## config.mk

```make
export PLATFORM = sky130hd
export DESIGN_NAME = clk_div_multi
export DESIGN_NICKNAME = d
export VERILOG_FILES = /design/src/rtl/clk_div_multi.sv
export SDC_FILE = /design/constraint.sdc
export NUM_CORES = 1
export LEC_CHECK = 0
export CORE_ASPECT_RATIO = 1.2
export CORE_UTILIZATION = 35
export CTS_BUF_LIST = sky130_fd_sc_hd__clkbuf_16
export CTS_CLUSTER_SIZE = 8
export DETAILED_ROUTE_END_ITERATION = 7
export GPL_ROUTABILITY_DRIVEN = 0
export GPL_TIMING_DRIVEN = 0
export SLEW_MARGIN = 20
export SYNTH_ARGS = -nofsm -noshare
export SYNTH_HDL_FRONTEND = slang
export SYNTH_SLANG_ARGS = --single-unit
```

## constraint.sdc

```tcl
create_clock -name clk_in -period 9.3 [get_ports clk_in]
set_input_delay 0.93 -clock clk_in [delete_from_list [all_inputs] [get_ports clk_in]]
set_output_delay 0.93 -clock clk_in [all_outputs]
set_load 0.01 [all_outputs]
```

## src/rtl/clk_div_multi.sv

```systemverilog
// clk_div_multi: NCH independent programmable clock dividers sharing one write port.
//   Every channel counts enabled clk_in cycles. Each time its counter reaches the
//   active divisor it toggles clk_out and pulses tick, so one half-period lasts
//   act+1 enabled cycles.
//
//   Divisor writes (wr_en/wr_ch/wr_div) are activated in one of two ways:
//     - Default build: the write goes into a shadow register and raises pend. It
//       becomes the active divisor at the next toggle, so periods stay glitch-free.
//     - With macro CLK_DIV_IMMEDIATE_LOAD_EN defined: the write loads the active
//       divisor directly and restarts the counter. clk_out is left unchanged.
//
// Ports:
//   clk_in              system clock; all state changes on its rising edge
//   rst                 asynchronous, active-high reset
//   en[NCH]             per-channel run enable
//   wr_en, wr_ch, wr_div  one-cycle divisor write; writes to wr_ch >= NCH are ignored
//   clk_out[NCH]        divided square wave; reset value is 1
//   tick[NCH]           one-cycle pulse registered together with each toggle
//   pend[NCH]           a written divisor is waiting for activation (shadow mode only)
module clk_div_multi #(
  parameter int unsigned WIDTH       = 24,
  parameter int unsigned NCH         = 2,
  parameter int unsigned CH_W        = 1,
  parameter int unsigned DIV_DEFAULT = 12499999
) (
  input  logic             clk_in,
  input  logic             rst,
  input  logic [NCH-1:0]   en,
  input  logic             wr_en,
  input  logic [CH_W-1:0]  wr_ch,
  input  logic [WIDTH-1:0] wr_div,
  output logic [NCH-1:0]   clk_out,
  output logic [NCH-1:0]   tick,
  output logic [NCH-1:0]   pend
);

  localparam int unsigned SEL_W = CH_W + 1;

  logic [WIDTH-1:0] cnt_q [NCH];
  logic [WIDTH-1:0] cnt_d [NCH];
  logic [WIDTH-1:0] act_q [NCH];
  logic [WIDTH-1:0] act_d [NCH];
  logic [WIDTH-1:0] shd_q [NCH];
  logic [WIDTH-1:0] shd_d [NCH];
  logic [NCH-1:0]   pend_q, pend_d;
  logic [NCH-1:0]   clk_out_q, clk_out_d;
  logic [NCH-1:0]   tick_q, tick_d;

  logic             wr_valid_c;
  logic [NCH-1:0]   wr_hit_c;
  logic [NCH-1:0]   term_c;

  // A write is valid only when the channel select addresses an existing channel.
  assign wr_valid_c = wr_en && ({1'b0, wr_ch} < SEL_W'(NCH));

  // Per-channel write decode and terminal-count detect.
  always_comb begin
    wr_hit_c = '0;
    term_c   = '0;
    for (int i = 0; i < NCH; i++) begin
      wr_hit_c[i] = wr_valid_c && (wr_ch == CH_W'(i));
      term_c[i]   = en[i] && (cnt_q[i] == act_q[i]);
    end
  end

  // Next-state logic for every channel.
  always_comb begin
    cnt_d     = cnt_q;
    act_d     = act_q;
    shd_d     = shd_q;
    pend_d    = pend_q;
    clk_out_d = clk_out_q;
    tick_d    = '0;
    for (int i = 0; i < NCH; i++) begin
`ifdef CLK_DIV_IMMEDIATE_LOAD_EN
      // A write restarts the half-period with the new divisor and takes priority
      // over a coinciding terminal count.
      if (wr_hit_c[i]) begin
        act_d[i] = wr_div;
        shd_d[i] = wr_div;
        cnt_d[i] = '0;
      end else if (term_c[i]) begin
        cnt_d[i]     = '0;
        clk_out_d[i] = ~clk_out_q[i];
        tick_d[i]    = 1'b1;
      end else if (en[i]) begin
        cnt_d[i] = cnt_q[i] + WIDTH'(1);
      end
`else
      if (term_c[i]) begin
        cnt_d[i]     = '0;
        clk_out_d[i] = ~clk_out_q[i];
        tick_d[i]    = 1'b1;
        pend_d[i]    = 1'b0;
        // A write arriving on the boundary goes straight to the active divisor.
        if (wr_hit_c[i]) begin
          act_d[i] = wr_div;
          shd_d[i] = wr_div;
        end else if (pend_q[i]) begin
          act_d[i] = shd_q[i];
        end
      end else begin
        // Counter wraps naturally through 2^WIDTH-1 if it ever sits above act.
        if (en[i]) begin
          cnt_d[i] = cnt_q[i] + WIDTH'(1);
        end
        if (wr_hit_c[i]) begin
          shd_d[i]  = wr_div;
          pend_d[i] = 1'b1;
        end
      end
`endif
    end
  end

  // State registers.
  always_ff @(posedge clk_in or posedge rst) begin
    if (rst) begin
      for (int i = 0; i < NCH; i++) begin
        cnt_q[i] <= '0;
        act_q[i] <= WIDTH'(DIV_DEFAULT);
        shd_q[i] <= WIDTH'(DIV_DEFAULT);
      end
      pend_q    <= '0;
      clk_out_q <= '1;
      tick_q    <= '0;
    end else begin
      for (int i = 0; i < NCH; i++) begin
        cnt_q[i] <= cnt_d[i];
        act_q[i] <= act_d[i];
        shd_q[i] <= shd_d[i];
      end
      pend_q    <= pend_d;
      clk_out_q <= clk_out_d;
      tick_q    <= tick_d;
    end
  end

  assign clk_out = clk_out_q;
  assign tick    = tick_q;
  assign pend    = pend_q;

endmodule

```

## After elaboration in Yosys (flattened, before gate mapping)

Index checks and enable logic that the tools add are counted.

| cells by class | value |
|---|---|
| muxes and demuxes | 14 |
| equal/unequal tests | 2 |
| reductions and logical operators | 12 |
| bitwise logic cells | 3 |
| $add $sub $neg | 2 |

Operator list:

| cell | number |
|---|---|
| 24-bit two-way mux | 8 |
| 24-bit by 1-bit adder with 24-bit output (second input constant) | 2 |
| 24-bit == test | 2 |
| 2-bit nonzero test | 6 |
| 1-bit two-way mux | 6 |
| 1-bit logical AND | 4 |
| 2-bit AND reduction | 2 |
| 1-bit NOT | 3 |

| word-level totals | value |
|---|---|
| flip-flop bits (word level) | 150 |
| output and inout port bits | 6 |

## Longest topological paths before layout

Gate-level depths: netlist (run 1).

| depth | value |
|---|---|
| depth in word-level cells | 4 |
| mapped depth | 8 |

## Worst setup path after synthesis (run 1)

Ideal clock, no wire load.

| timing path | value |
|---|---|
| kind | input -> register |
| start | in wr_ch |
| end | reg act_q[38] (netlist bit) |
| library setup time | 0.125 ns |
| stages on the path | 5 |
| path buffers | 2 |
| path slack | 6.948 ns |
| arrival time | 2.227 ns |
| data required time | 9.175 ns |
| cells stage by stage | nand2b_1 > clkbuf_1 > buf_1 > mux2_2 > mux2_4 |

| on the way | value |
|---|---|
| longest elaborated chain between the ends | 4 |

RTL lines:

| element | RTL line | source |
|---|---|---|
| start: declaration | 30 | `input logic [CH_W-1:0] wr_ch,` |
| 1-bit NOT * | 61 | `wr_hit_c[i] = wr_valid_c && (wr_ch == CH_W'(i));` |
| 1-bit logical AND * | 61 |  |
| 2-bit nonzero test (no source line) | -- |  |
| 2-bit AND reduction (no source line) | -- |  |
| end signal: indexed assignment | 121 | `act_q[i] <= WIDTH'(DIV_DEFAULT);` |
| end signal: indexed assignment | 130 | `act_q[i] <= act_d[i];` |
| end: declaration | 41 | `logic [WIDTH-1:0] act_q [NCH];` |

Every way passes the cells marked *; elsewhere a longest branch is shown, timed or not.
A chain may end at the register's enable or synchronous reset.

## Final worst setup path (run 1)

Same ends and word-level chain as after synthesis.

==> flow_summary.toml, run 1 <==
[run_status]
status = "finished, final reports clean"

[final_layout]
multiInputGateArea_um2 = 2900
finalNetCount = 610
nFillCells = 1740
drive_gt1_frac = 0.357
ff_latch_area_um2 = 3840
diodes = 0
areaGrowthSynthToFinish_pct = 18.5
utilization = 0.428

[global_route]
grt_use_total = 0.147
grt_pass1_vias = 4386
grt_pass1_wl_um = 22600
grt_overflow = 0
grt_max_degree = 100
antenna_found_initial = 0

[sta]
drv_slew = 0
fin_crit_sh = 0.288
rsz0062_at_grt = "false"
setup_viol = 0
tightest_slew_ns = 0.571
fin_skew_ns = 0.00727
hold_ws_ns = 0.499
period_minus_slack_ns = 2.68
relSlewSlack = 0.620
max_freq_mhz = 373
hold_viol = 0
setup_tns_ns = 0

[clock_network]
cts_tree = "built"
cts-resized-gates = 0
hold_buffers = 0
clk_pin_slew_ns = 0.06
postCtsSetupBuffers = 0
numClockSinks = 150
cts_root_buffer = "clkbuf_16"
clkLatencyLatePin_ns = 0.41
clk_path_buf_depth = 2
cts_made_buffers = 17
htreeDepth = 4

[power_and_ir_drop]
peakVddDrop_v = 0.000129
power_density_nw_per_um2 = 245
p_leak_nw = 3.43

[floorplanning]
die_area_um2 = 20200
die_height_um = 156
ios = 36
rows = 55
die_w_um = 130
core-area_um2 = 19100
initial_utilization = 0.361

[routing]
viasPerCell = 4.68
route.detailed.drc = 0
vias = 3965
drtIter0Drc = 214
post_drt_wl_per_cell_um = 15.8
detail-route-antenna-nets = 0
firstDrtPassIters = 4
drt-total-wl_um = 13400

[synth]
ys_ff_latch = 150
netlist.area_leader.share = 0.305
syn_nets = 556
netlist_area_um2 = 6890
yosysWarnings = 0
synth.distinct_cells = 32
async_flop_share = 1.00
synth.avg_cell_area_um2 = 13.1
synthTopCellsByCount = "84 x dfrtp_1, 73 x xnor2_1, 66 x dfstp_2, 56 x mux2_2, 50 x nor2_1"
synthFlopType = "dfrtp_1"
synth_area_leaders = "dfrtp_1 31%, dfstp_2 25%, xnor2_1 9.3%"
ys_seq_area_frac = 0.557
synth_edf_count = 0
synth_top_area_cell = "dfrtp_1"
synthCells = 524
synth_most_common_cell = "dfrtp_1"

[setup_path]
start_kind = "primary input"
crit_required_ns = 9.60
end_kind = "flip-flop"
path_class = "primary input to flip-flop"
crit_fanout = 10
worstPathArrival_ns = 2.98

[run]
drv_cap = 0

[placement]
port_buffers = 34
hpwl_um = 9740

[worst_hold_path]
hp-class = "flip-flop to flip-flop"
-- path summary, 6_finish.rpt --
| kind | from | to | slack, ns | depth (start not counted) |
|---|---|---|---|---|
| worst max-delay path | wr_ch | act_q[38] | 6.62 | 6 |
| worst min-delay path | shd_q[7] | shd_q[7] | 0.50 | 1 |
| worst max register to register | act_q[42] | act_q[30] | 7.06 | 6 |
| worst min register to register | shd_q[7] | shd_q[7] | 0.50 | 1 |
| max in group asynchronous | rst | act_q[18] | 7.58 | 3 |
| min in group asynchronous | rst | shd_q[32] | 0.93 | 2 |
-- layout make-up --
cell class	instances	area share
inverters	7	0.00414
multi-input cells	348	0.355
well taps	256	0.0392
clock inverters	12	0.00981
clock buffers	20	0.0613
plain buffers	19	0.0155
flip-flops and latches	150	0.470
repair buffers	35	0.0451
-- critical path, stage by stage --
cell and delay (ns):
clkdlybuf4s50_1 0.47, nand2b_1 0.10, clkbuf_1 0.36, buf_1 0.45
mux2_2 0.41, mux2_4 0.26
-- power breakdown --
group          internal [mW]  switching, mW  total (mW)  leakage [nW]
sequential             0.836          0.103       0.939          1.79
clock                  0.408          0.256       0.665         0.299
combinational          0.236          0.165       0.401          1.34
-- registers in the layout, indices dropped and copies added, names as in the netlist --
| signal | flops |
|---|---|
| pend | 2 |
| clk_out | 2 |
| shd_q | 48 |
| cnt_q | 48 |
| tick | 2 |
| act_q | 48 |
-- kinds of logic after synthesis --
| family | synth area share |
|---|---|
| XOR/XNOR | 0.120 |
| multiplexers | 0.179 |
| adder cells (fa/ha/maj) | 0.00363 |
| buffers and inverters | 0.0222 |
| AND/OR/NAND/NOR | 0.114 |
| flip-flops | 0.557 |
| AO/OA/AOI/OAI | 0.00545 |
-- cell usage in the layout, fill, tap and decap left out, types with 6 or more instances in the layout --
cell             Yosys  routed
and4_1               6       6
buf_2                8       8
buf_6                6       6
clkbuf_16            0      20
clkdlybuf4s50_1      0      34
dfrtp_1             84      84
dfstp_2             66      66
inv_1                7       9
mux2_2              56      56
mux2_4              40      40
nand2_1             18      18
nand2b_1             7       7
nand3_1             18      18
nand4_1             18      18
nor2_1              50      50
nor3_1               8       8
nor4_1               8       8
xnor2_1             73      73
xor2_1              21      21
-- routing by layer --
metal / GRT usage / share of wire / wire [um]
met1: 0.170 / 0.42 / 5670
met2: 0.247 / 0.51 / 6910
met3: 0.0329 / 0.024 / 321
met4: 0.0875 / 0.039 / 520
met5: 0 / 0 / 0
-- metrics by stage --
step / setup slack, ns / cell area [um^2] / std cells / total power [mW]
finish: 6.62 / 8170 / 847 / 2.00
global route: 6.47 / 8170 / 847 / 2.10
CTS: 6.58 / 8170 / 847 / 2.02
detailed placement: 6.13 / 7580 / 815 / 1.35
global placement: 2.51 / 7550 / 814 / 1.33
floorplan: 4.44 / 6890 / 524 / 1.22
(Power assumes the default switching activity.)
==> run 2, diff against run 1 <==
==> constraint.sdc (replaced) <==
create_clock -name clk_in -period 2.25 [get_ports clk_in]
set_input_delay 0.225 -clock clk_in [delete_from_list [all_inputs] [get_ports clk_in]]
set_output_delay 0.225 -clock clk_in [all_outputs]
set_load 0.01 [all_outputs]
==> flow_summary.toml, run 2 (synthesis results as in run 1) <==
[run_status]
status = "finished, final reports clean"

[routing]
post_drt_wl_per_cell_um = 15.8
detail-route-antenna-nets = 0
vias = 4007
drt-total-wl_um = 13400
route.detailed.drc = 0
drtIter0Drc = 150
viasPerCell = 4.71
firstDrtPassIters = 6

[sta]
rsz0062_at_grt = "false"
hold_viol = 0
period_minus_slack_ns = 2.13
setup_tns_ns = 0
fin_crit_sh = 0.947
fin_skew_ns = 0.00821
relSlewSlack = 0.586
tightest_slew_ns = 0.619
setup_viol = 0
layout_setup_ws_ns = 0.120
drv_slew = 0
max_freq_mhz = 469

[clock_network]
cts_made_buffers = 17
htreeDepth = 4
clk_path_buf_depth = 2
cts_tree = "built"
clkLatencyLatePin_ns = 0.42
numClockSinks = 150
cts_root_buffer = "clkbuf_16"
clk_pin_slew_ns = 0.06

[global_route]
grt_max_degree = 37
use_met1 = 0.175
grtUsageMet2 = 0.248
grt_pass1_vias = 4279
use_met3 = 0.0333
grt_overflow = 0
grt.busiest_layer = "met2"
grt_use_total = 0.150
grt_pass1_wl_um = 22800
antenna_found_initial = 0

[power_and_ir_drop]
combPwrFrac = 0.201
power_density_nw_per_um2 = 1020
peakVddDrop_v = 0.000557
power_switching_mw = 2.22
p_clk_frac = 0.336
p_int_mw = 6.17
finalPower_mw = 8.39
seq_power_share = 0.463
switching_share = 0.264
p_leak_nw = 3.44

[final_layout]
drive_gt1_frac = 0.370
diodes = 0
nFillCells = 1726
utilization = 0.432
layout_commonest_cell = "dfrtp_1"
areaGrowthSynthToFinish_pct = 19.6
layout_common_cells = "84 x dfrtp_1, 73 x xnor2_1, 66 x dfstp_2"
finalNetCount = 613
final_cell_area_um2 = 8240
top_regs = "act_q (48), cnt_q (48), shd_q (48)"

[floorplanning]
core-area_um2 = 19100
die_w_um = 130
initial_utilization = 0.361
die_area_um2 = 20200
rows = 55
ios = 36
die_height_um = 156

[setup_path]
path_class = "flip-flop to flip-flop"
rr_worst_depth = 6
end_kind = "flip-flop"
worstPathArrival_ns = 2.43
crit_required_ns = 2.55
start_kind = "flip-flop"
crit_fanout = 10

[placement]
hpwl_um = 9990
preCtsSetupSlack_ns = -0.215
dpl_cell_area_um2 = 7630
port_buffers = 34

[run]
drv_cap = 0

[worst_hold_path]
hp-class = "primary input to async pin"
run 2: final timing paths:
path / start / end / slack (ns)
max: act_q[17] / act_q[16] / 0.12
min: rst / tick[0] / 0.23
max reg2reg: act_q[17] / act_q[16] / 0.12
min reg2reg: shd_q[32] / shd_q[32] / 0.50
max in group asynchronous: rst / act_q[17] / 1.15
min in group clk_in: en[0] / cnt_q[24] / 0.26
run 2: timing repair:
item	in CTS	in global routing
hold buffers	0	0
gates resized for setup	0	3
hold endpoints to repair	0	0
setup buffers	0	0
setup endpoints to repair	0	39
run 2: per-layer routing:
metal | share of wire | routed length [um]
met1 | 0.41 | 5570
met2 | 0.51 | 6850
met3 | 0.023 | 313
met4 | 0.053 | 719
met5 | 0 | 0
run 2: cell type report:
| cell class | count | area (um^2) | area share |
|---|---|---|---|
| multi-input combinational | 348 | 2910 | 0.354 |
| tap | 256 | 320 | 0.0389 |
| inverter | 7 | 30.0 | 0.00365 |
| sequential | 150 | 3840 | 0.466 |
| clock inverter | 15 | 163 | 0.0197 |
| buffer | 19 | 129 | 0.0156 |
| timing repair buffer | 38 | 420 | 0.0510 |
| clock buffer | 17 | 425 | 0.0516 |
run 2: through the flow:
stage,hold slack [ns],cells
2_1_floorplan,0.324,524
3_3_place_gp,0.476,814
3_5_place_dp,0.486,818
4_1_cts,0.236,850
5_1_grt,0.265,850
6_report,0.231,850
run 2: worst max-delay path, stage by stage, from the launching register on:
cell	delay [ns]
dfstp_2	0.55
xnor2_1	0.16
nand4_1	0.14
nor4_2	0.39
nand3_2	0.24
buf_6	0.23
mux2_4	0.30
run 2: power by group through the flow:
stage	combinational, mW	sequential, mW	clock (mW)
2_1_floorplan	1.26	3.80	0
3_3_place_gp	1.60	3.91	0
3_5_place_dp	1.67	3.92	0
4_1_cts	1.68	3.89	2.88
5_1_grt	1.84	3.96	3.01
6_report	1.69	3.88	2.82
